File: config.mk
export PLATFORM = sky130hd
export DESIGN_NAME = cordic_ci_sequencer
export DESIGN_NICKNAME = d
export VERILOG_FILES = /design/src/rtl/cordic_ci_sequencer.sv
export SDC_FILE = /design/constraint.sdc
export NUM_CORES = 1
export LEC_CHECK = 0
export CAP_MARGIN = 20
export CORE_AREA = 3 3 82 92
export CTS_BUF_LIST = sky130_fd_sc_hd__clkbuf_4
export CTS_CLUSTER_DIAMETER = 60
export CTS_CLUSTER_SIZE = 40
export DETAILED_ROUTE_END_ITERATION = 7
export DIE_AREA = 0 0 85 95
export GPL_TIMING_DRIVEN = 0
export PLACE_DENSITY = 0.85
export SLEW_MARGIN = 25
export SYNTH_ARGS = -nofsm -noshare
export SYNTH_HDL_FRONTEND = slang
export SYNTH_SLANG_ARGS = --single-unit
File: constraint.sdc
create_clock -name clk -period 2.1 [get_ports clk]
set_input_delay 0.21 -clock clk [delete_from_list [all_inputs] [get_ports clk]]
set_output_delay 0.21 -clock clk [all_outputs]
set_load 0.02 [all_outputs]
File: src/rtl/cordic_ci_sequencer.sv
// Custom-instruction front end for an iterative cosine CORDIC core.
// Latency: start at cycle T -> core_load T+1, core_en T+2..T+1+ITERS, done T+3+ITERS; each clk_en-low cycle adds one.
// Backpressure: none; clk_en low freezes everything, and a start while busy is dropped and flagged in overlap_err.
//
// Ports:
//   clk, reset_n      clock, asynchronous active-low reset
//   clk_en            global stall; low holds all state and masks strobes
//   start, dataa      request pulse with its angle operand
//   done, result      one-cycle completion pulse and IEEE-754 single result
//   busy, overlap_err not-idle indicator, sticky "start while busy" flag
//   core_load/angle   load strobe and latched angle towards the CORDIC core
//   core_en/iter      iteration step enable and iteration index
//   core_x            unsigned fixed-point X result from the core
module cordic_ci_sequencer #(
  parameter int FRACS  = 22,
  parameter int INTS   = 1,
  parameter int WIDTH  = INTS + FRACS,
  parameter int ITERS  = 16,
  parameter int ITER_W = $clog2(ITERS)
) (
  input  logic              clk,
  input  logic              reset_n,
  input  logic              clk_en,
  input  logic              start,
  input  logic [31:0]       dataa,
  output logic              done,
  output logic [31:0]       result,
  output logic              busy,
  output logic              overlap_err,
  output logic              core_load,
  output logic [31:0]       core_angle,
  output logic              core_en,
  output logic [ITER_W-1:0] core_iter,
  input  logic [WIDTH-1:0]  core_x
);

  typedef enum logic [2:0] {
    S_IDLE,
    S_LOAD,
    S_ITER,
    S_CONV,
    S_DONE
  } state_t;

  localparam logic [ITER_W-1:0] LAST_ITER = ITER_W'(ITERS - 1);

  // Bits below the integer bit: the implied leading one followed by the
  // fraction that becomes the mantissa.
  localparam int LOW_W = WIDTH - 1;

  state_t              state_q, state_d;
  logic [ITER_W-1:0]   cnt_q, cnt_d;
  logic [31:0]         angle_q, angle_d;
  logic [31:0]         result_q, result_d;
  logic                ovl_q, ovl_d;

  logic                load_c;
  logic                en_c;
  logic                done_c;

  // Float conversion. core_x lies in [0.5, 1.0]: the integer bit set means
  // exactly 1.0, otherwise the value is 0.1xxx binary, i.e. exponent 126
  // with core_x[WIDTH-2] as the implied one. Appending 24 zeros and keeping
  // the top 24 bits gives {implied one, 23-bit mantissa}, which handles
  // zero padding for narrow fractions and truncation for wide ones; the
  // cast then drops the implied one.
  logic [LOW_W+23:0]   frac_ext;
  logic [22:0]         mant;
  logic [31:0]         conv_f;

  assign frac_ext = {core_x[WIDTH-2:0], 24'd0};
  assign mant     = 23'(frac_ext >> LOW_W);
  assign conv_f   = core_x[WIDTH-1] ? 32'h3F80_0000 : {1'b0, 8'd126, mant};

  always_ff @(posedge clk or negedge reset_n) begin
    if (!reset_n) begin
      state_q  <= S_IDLE;
      cnt_q    <= '0;
      angle_q  <= '0;
      result_q <= '0;
      ovl_q    <= 1'b0;
    end else if (clk_en) begin
      state_q  <= state_d;
      cnt_q    <= cnt_d;
      angle_q  <= angle_d;
      result_q <= result_d;
      ovl_q    <= ovl_d;
    end
  end

  always_comb begin
    state_d  = state_q;
    cnt_d    = cnt_q;
    angle_d  = angle_q;
    result_d = result_q;
    ovl_d    = ovl_q;
    load_c   = 1'b0;
    en_c     = 1'b0;
    done_c   = 1'b0;

    // DONE counts as busy, so a back-to-back start there is also dropped.
    if (start && (state_q != S_IDLE)) begin
      ovl_d = 1'b1;
    end

    case (state_q)
      S_IDLE: begin
        if (start) begin
          angle_d = dataa;
          ovl_d   = 1'b0;
          state_d = S_LOAD;
        end
      end
      S_LOAD: begin
        load_c  = 1'b1;
        cnt_d   = '0;
        state_d = S_ITER;
      end
      S_ITER: begin
        en_c = 1'b1;
        if (cnt_q == LAST_ITER) begin
          state_d = S_CONV;
        end else begin
          cnt_d = cnt_q + ITER_W'(1);
        end
      end
      S_CONV: begin
        result_d = conv_f;
        state_d  = S_DONE;
      end
      S_DONE: begin
        done_c  = 1'b1;
        state_d = S_IDLE;
      end
      default: begin
        state_d = S_IDLE;
      end
    endcase
  end

  // Strobes are masked while stalled so the core never sees a repeated
  // load or step during a frozen cycle.
  assign core_load   = load_c & clk_en;
  assign core_en     = en_c & clk_en;
  assign done        = done_c & clk_en;
  assign busy        = (state_q != S_IDLE);
  assign overlap_err = ovl_q;
  assign core_angle  = angle_q;
  assign core_iter   = cnt_q;
  assign result      = result_q;

endmodule

After elaboration in Yosys (flattened, before gate mapping). Index checks and enable logic that the tools add are counted.

Bits in registers: 72. Input bits: 59. Output and inout bits: 73.

$add $sub $neg: 1. Eq/ne operators: 8. Mux-type cells: 12. Bitwise operators: 3. Reduce and logical (&&, ||, !) cells: 8.

Operators with widths (count): two-way mux 24 bit (1); one-hot mux 3 bit (4 select lines) (1); AND reduction 3 bit (3); one-hot mux 4 bit (2 select lines) (1); equality test 3 x 2 -> 1 bit (second input constant) (2); two-way mux 1 bit (6); two-way mux 3 bit (2); != test 2 bit (second input constant) (3); adder 4 x 1 -> 4 bit (second input constant) (1); equality test 4 bit (second input constant) (1); two-way mux 4 bit (1); bitwise AND 1 bit (3); equality test 3 x 1 -> 1 bit (second input constant) (1); equality test 3 bit (second input constant) (1); zero test 3 bit (1); nonzero test 3 bit (1); AND reduction 2 bit (1); nonzero test 2 bit (1); logical AND 1 bit (1).

Logic depth before layout (Yosys ltp).
Depth after elaboration: 5. Mapped depth: 5. Depth with buffers taken out: 4.

Worst setup path after synthesis. OpenSTA, ideal clock, no wires.

Kind: register to register. Start point: reg state_q[1]. End point: reg cnt_q[1], in the netlist core_iter[1]. Library setup time: 79 ps. Arrival time: 1640 ps. Setup slack: 380 ps. Cell stages (with the launch flop): 5. Path buffers: 1. Period minus slack after synthesis: 1720 ps. Cell sequence: dfrtp_1 buf_6 nor4bb_1 a21o_1 mux2i_1.

Longest elaborated chain between the ends: 3.

RTL lines: from (decl) (line 51) `state_t state_q, state_d;`; from (signal assigned) (line 83) `state_q <= state_d;`; equality test 3 x 2 -> 1 bit / equality test 3 x 1 -> 1 bit (equally long branches) (line 106) `case (state_q)`; != test 2 bit (no source line) / nonzero test 2 bit (equally long branches); AND reduction 3 bit (no source line); to (signal assigned) (line 84) `cnt_q <= cnt_d;`; to (decl) (line 52) `logic [ITER_W-1:0] cnt_q, cnt_d;`.

Parallel ways exist; a longest one is shown, timed or not. A chain may end at the register's enable or synchronous reset.

Final worst setup path.
Start point: reg state_q[1]. End point: out core_load.

Longest elaborated chain between the ends: 3.

RTL lines: equality test 3 x 1 -> 1 bit (line 106); two-way mux 1 bit (line 106); bitwise AND 1 bit (line 143) `assign core_load = load_c & clk_en;`; to (decl) (line 30) `output logic core_load,`.

No other way between the ends.

==> impl_results.md <==
- Hold Crit Class: primary input to asynchronous set/reset pin
- DR vias/cell: about 4.8
- Synth Warn #: 0
- Synth area leaders: dfrtp_1 56%, mux2_4 16%, nand2b_1 5.2%, o21ai_0 4.5%, nand2_1 3.1%
- Critical path's slowest cell: dfrtp_1
- Final setup viols: 0
- Worst path bufs/invs: 2
- Pwr dens: about 1400 mW/mm^2
- Area of the multi-input gates: about 0.0011 mm^2
- CTS Sinks: 63
- Post-Syn Area per Cell: between 10 and 15 um^2
- Inserted Clock Buffers: 9
- Seq/Total Area, Yosys: a little under three fifths
- Post-Synthesis Cells: between 200 and 250
- Row cnt: 31
- Synth async-reset ratio: 100%
- Crit path largest cell delay: between 300 and 400 ps
- # fillers: approximately 530
- Clk buf depth: 2
- Htree depth: 3
- Final nets: 420
- Synth cell types: 35
- Top Family by Delay on Critical Path: buffers and inverters
- Antenna Cells: 0
- Vias in the first global route: 2,241
- Placed cell area: around 0.0042 mm^2
- Die Y: approximately 95 um
- Residual DRC count: 0
- Area of the mapped netlist: approximately 0.0028 mm^2
- Seq cells post-synth: between 60 and 70
- Die X: about 85 um
- Worst-path maximum fanout: 9
- Number of buffers added on ports: roughly 130
- Total global-route track usage: between 15 and 20%
- Vias post-DR: 2,133
- Share of layout cells above drive strength 1: 18.4%
- Final hold vios: 0
- CTS tree: done
- Leak pwr: 1.93 nW
- CP Cell Sequence: buf_6 -> nor4bb_1 -> dlygate4sd2_1
- Max Slew Vio Count: 0
- Met1 usage: a little over a fifth
- Unrepaired setup endpoints after global routing: no
- Count of TritonRoute iterations in the first routing pass: 4
- Layout Skew: about 4.8 ps
- First-pass GRT wire length: between 10 and 15 mm
- Post-synth EDFFs: 0
- Maximum capacitance violations: 0
- Post-layout min period: 1880 ps
- Setup Crit Path Kind: flop to primary output
- Required @ worst endpoint: 1890 ps
- Initial Utilization: ~42%
- Worst-Skew Late Latency: around 390 ps
- Total design power: 5.89 mW
- Critical path launch point type: flop
- GRT overflow: 0
- Global Route met3 Usage: 5.41%
- Met2 Use GR: 27.2%
- Die area: 0.00808 mm^2
- Worst vdd ir: a little over 700 uV
- Initial drt markers: 60
- Finished Cell Area: 0.00433 mm^2
- Top-area cell type share of the netlist area: 56.5%
- R2r setup slk: around 360 ps
- Ports: ~130
- Storage element area: roughly 0.0016 mm^2
- Status: complete, no violations
- Root Buffer: clkbuf_4
- Fmax: about 530 MHz
- Most crowded layer after global routing: met2
- Fin crit share: between 80% and 90%
- Largest net degree at the start of global routing: 40
- Wire per inst: about 15 um
- HPWL after detailed placement: approximately 5.1 mm
- P&R area growth vs syn: 55.0%
- Core area: roughly 0.0066 mm^2
- Post-CTS setup buffers: 0
- Crit path arrival time: roughly 1700 ps
- Final GP Congestion: approximately 0.7
- DRT Wirelength: around 6.7 mm
- Area leader, netlist: dfrtp_1
- Initial antenna violation count: 0
- Clk pin slew, worst setup/hold paths: ~110 ps
- CP endpoint kind: primary output
- Routed Antenna Nets: 0
- Main synth FF type: dfrtp_1
timing repair:
action / in CTS / in global routing
hold buffers: 1 / 0
gates cloned: 0 / 0
endpoints found under the setup margin: 2 / 2
endpoints found under the hold margin: 24 / 0
resized for setup: 2 / 2
report_power, final:
part / total, mW / internal [mW] / switching, mW / leakage [nW]
Combinational: 3.07 / 1.68 / 1.38 / 1.08
Sequential: 2.04 / 1.72 / 0.320 / 0.781
Clock: 0.784 / 0.353 / 0.432 / 0.0691
Total: 5.89 / 3.76 / 2.14 / 1.93
synth_stat cells, drive strengths merged (2+ instances only):
library cell  number
mux2              33
nand3              2
a21oi              2
dfrtp             63
nor2               2
clkbuf             5
buf               15
o21ai             25
nand2             23
o2bb2ai            2
nand2b            23
inv                6
final timing paths:
| check | from | endpoint | depth (start not counted) |
|---|---|---|---|
| max | state_q[1] | core_load | 3 |
| min | reset_n | core_angle[14] | 2 |
| max reg2reg | state_q[2] | core_angle[20] | 4 |
| min reg2reg | result[11] | result[11] | 2 |
| max in group asynchronous | reset_n | result[14] | 3 |
| min in group clk | core_x[13] | result[15] | 3 |
placed cells by master (no fill, tap or decap), drive strengths merged, types with 6 or more instances in the layout:
cell type,n
mux2,33
nand2b,23
nand2,23
o21ai,25
clkdlybuf4s50,121
inv,6
dfrtp,63
clkbuf,14
buf,17
per-layer routing:
metal  part of all wire (%)  routed length, um  vias up
li1                       -                  -     1009
met1                     42               2800     1013
met2                     48               3200      100
met3                    9.0                605       11
met4                    1.5                 98        0
met5                      0                  0        -
cells by family after synthesis:
| family | count (synthesis) | synth area share (%) |
|---|---|---|
| fa+ha+maj | 1 | 0.448 |
| compound gates | 34 | 6.77 |
| buf+inv | 26 | 6.23 |
| mux | 34 | 17.6 |
| other cells | 1 | 0.134 |
| simple gates | 59 | 12.4 |
| flops | 63 | 56.5 |
sequential cells by signal, summed over array words and instances (netlist names), named ones only:
signal / count
state_q: 3
core_angle: 32
result: 23
core_iter: 4
per-stage QoR:
| stage | setup WS, ps | TNS [ps] | hold WS (ps) | cells | utilization [%] |
|---|---|---|---|---|---|
| after floorplan | 380 | 0 | -85.6 | 221 | - |
| after global placement | -1160 | -73110 | 461 | 429 | 62.8 |
| after detailed placement | -121 | -121 | 133 | 430 | 63.1 |
| after CTS | 27.1 | 0 | 237 | 447 | 65.2 |
| after global routing | 82.2 | 0 | 253 | 447 | 65.3 |
| final | 221 | 0 | 259 | 447 | 65.3 |
cell type report:
class	instances	area share [%]
flip-flops and latches	63	36.4
repair buffers	128	29.8
multi-input cells	132	24.3
plain buffers	20	3.50
well taps	82	2.37
clock buffers	9	1.56
clock inverters	7	1.47
inverters	6	0.520
Note: power is estimated with default switching activity, not from simulation.
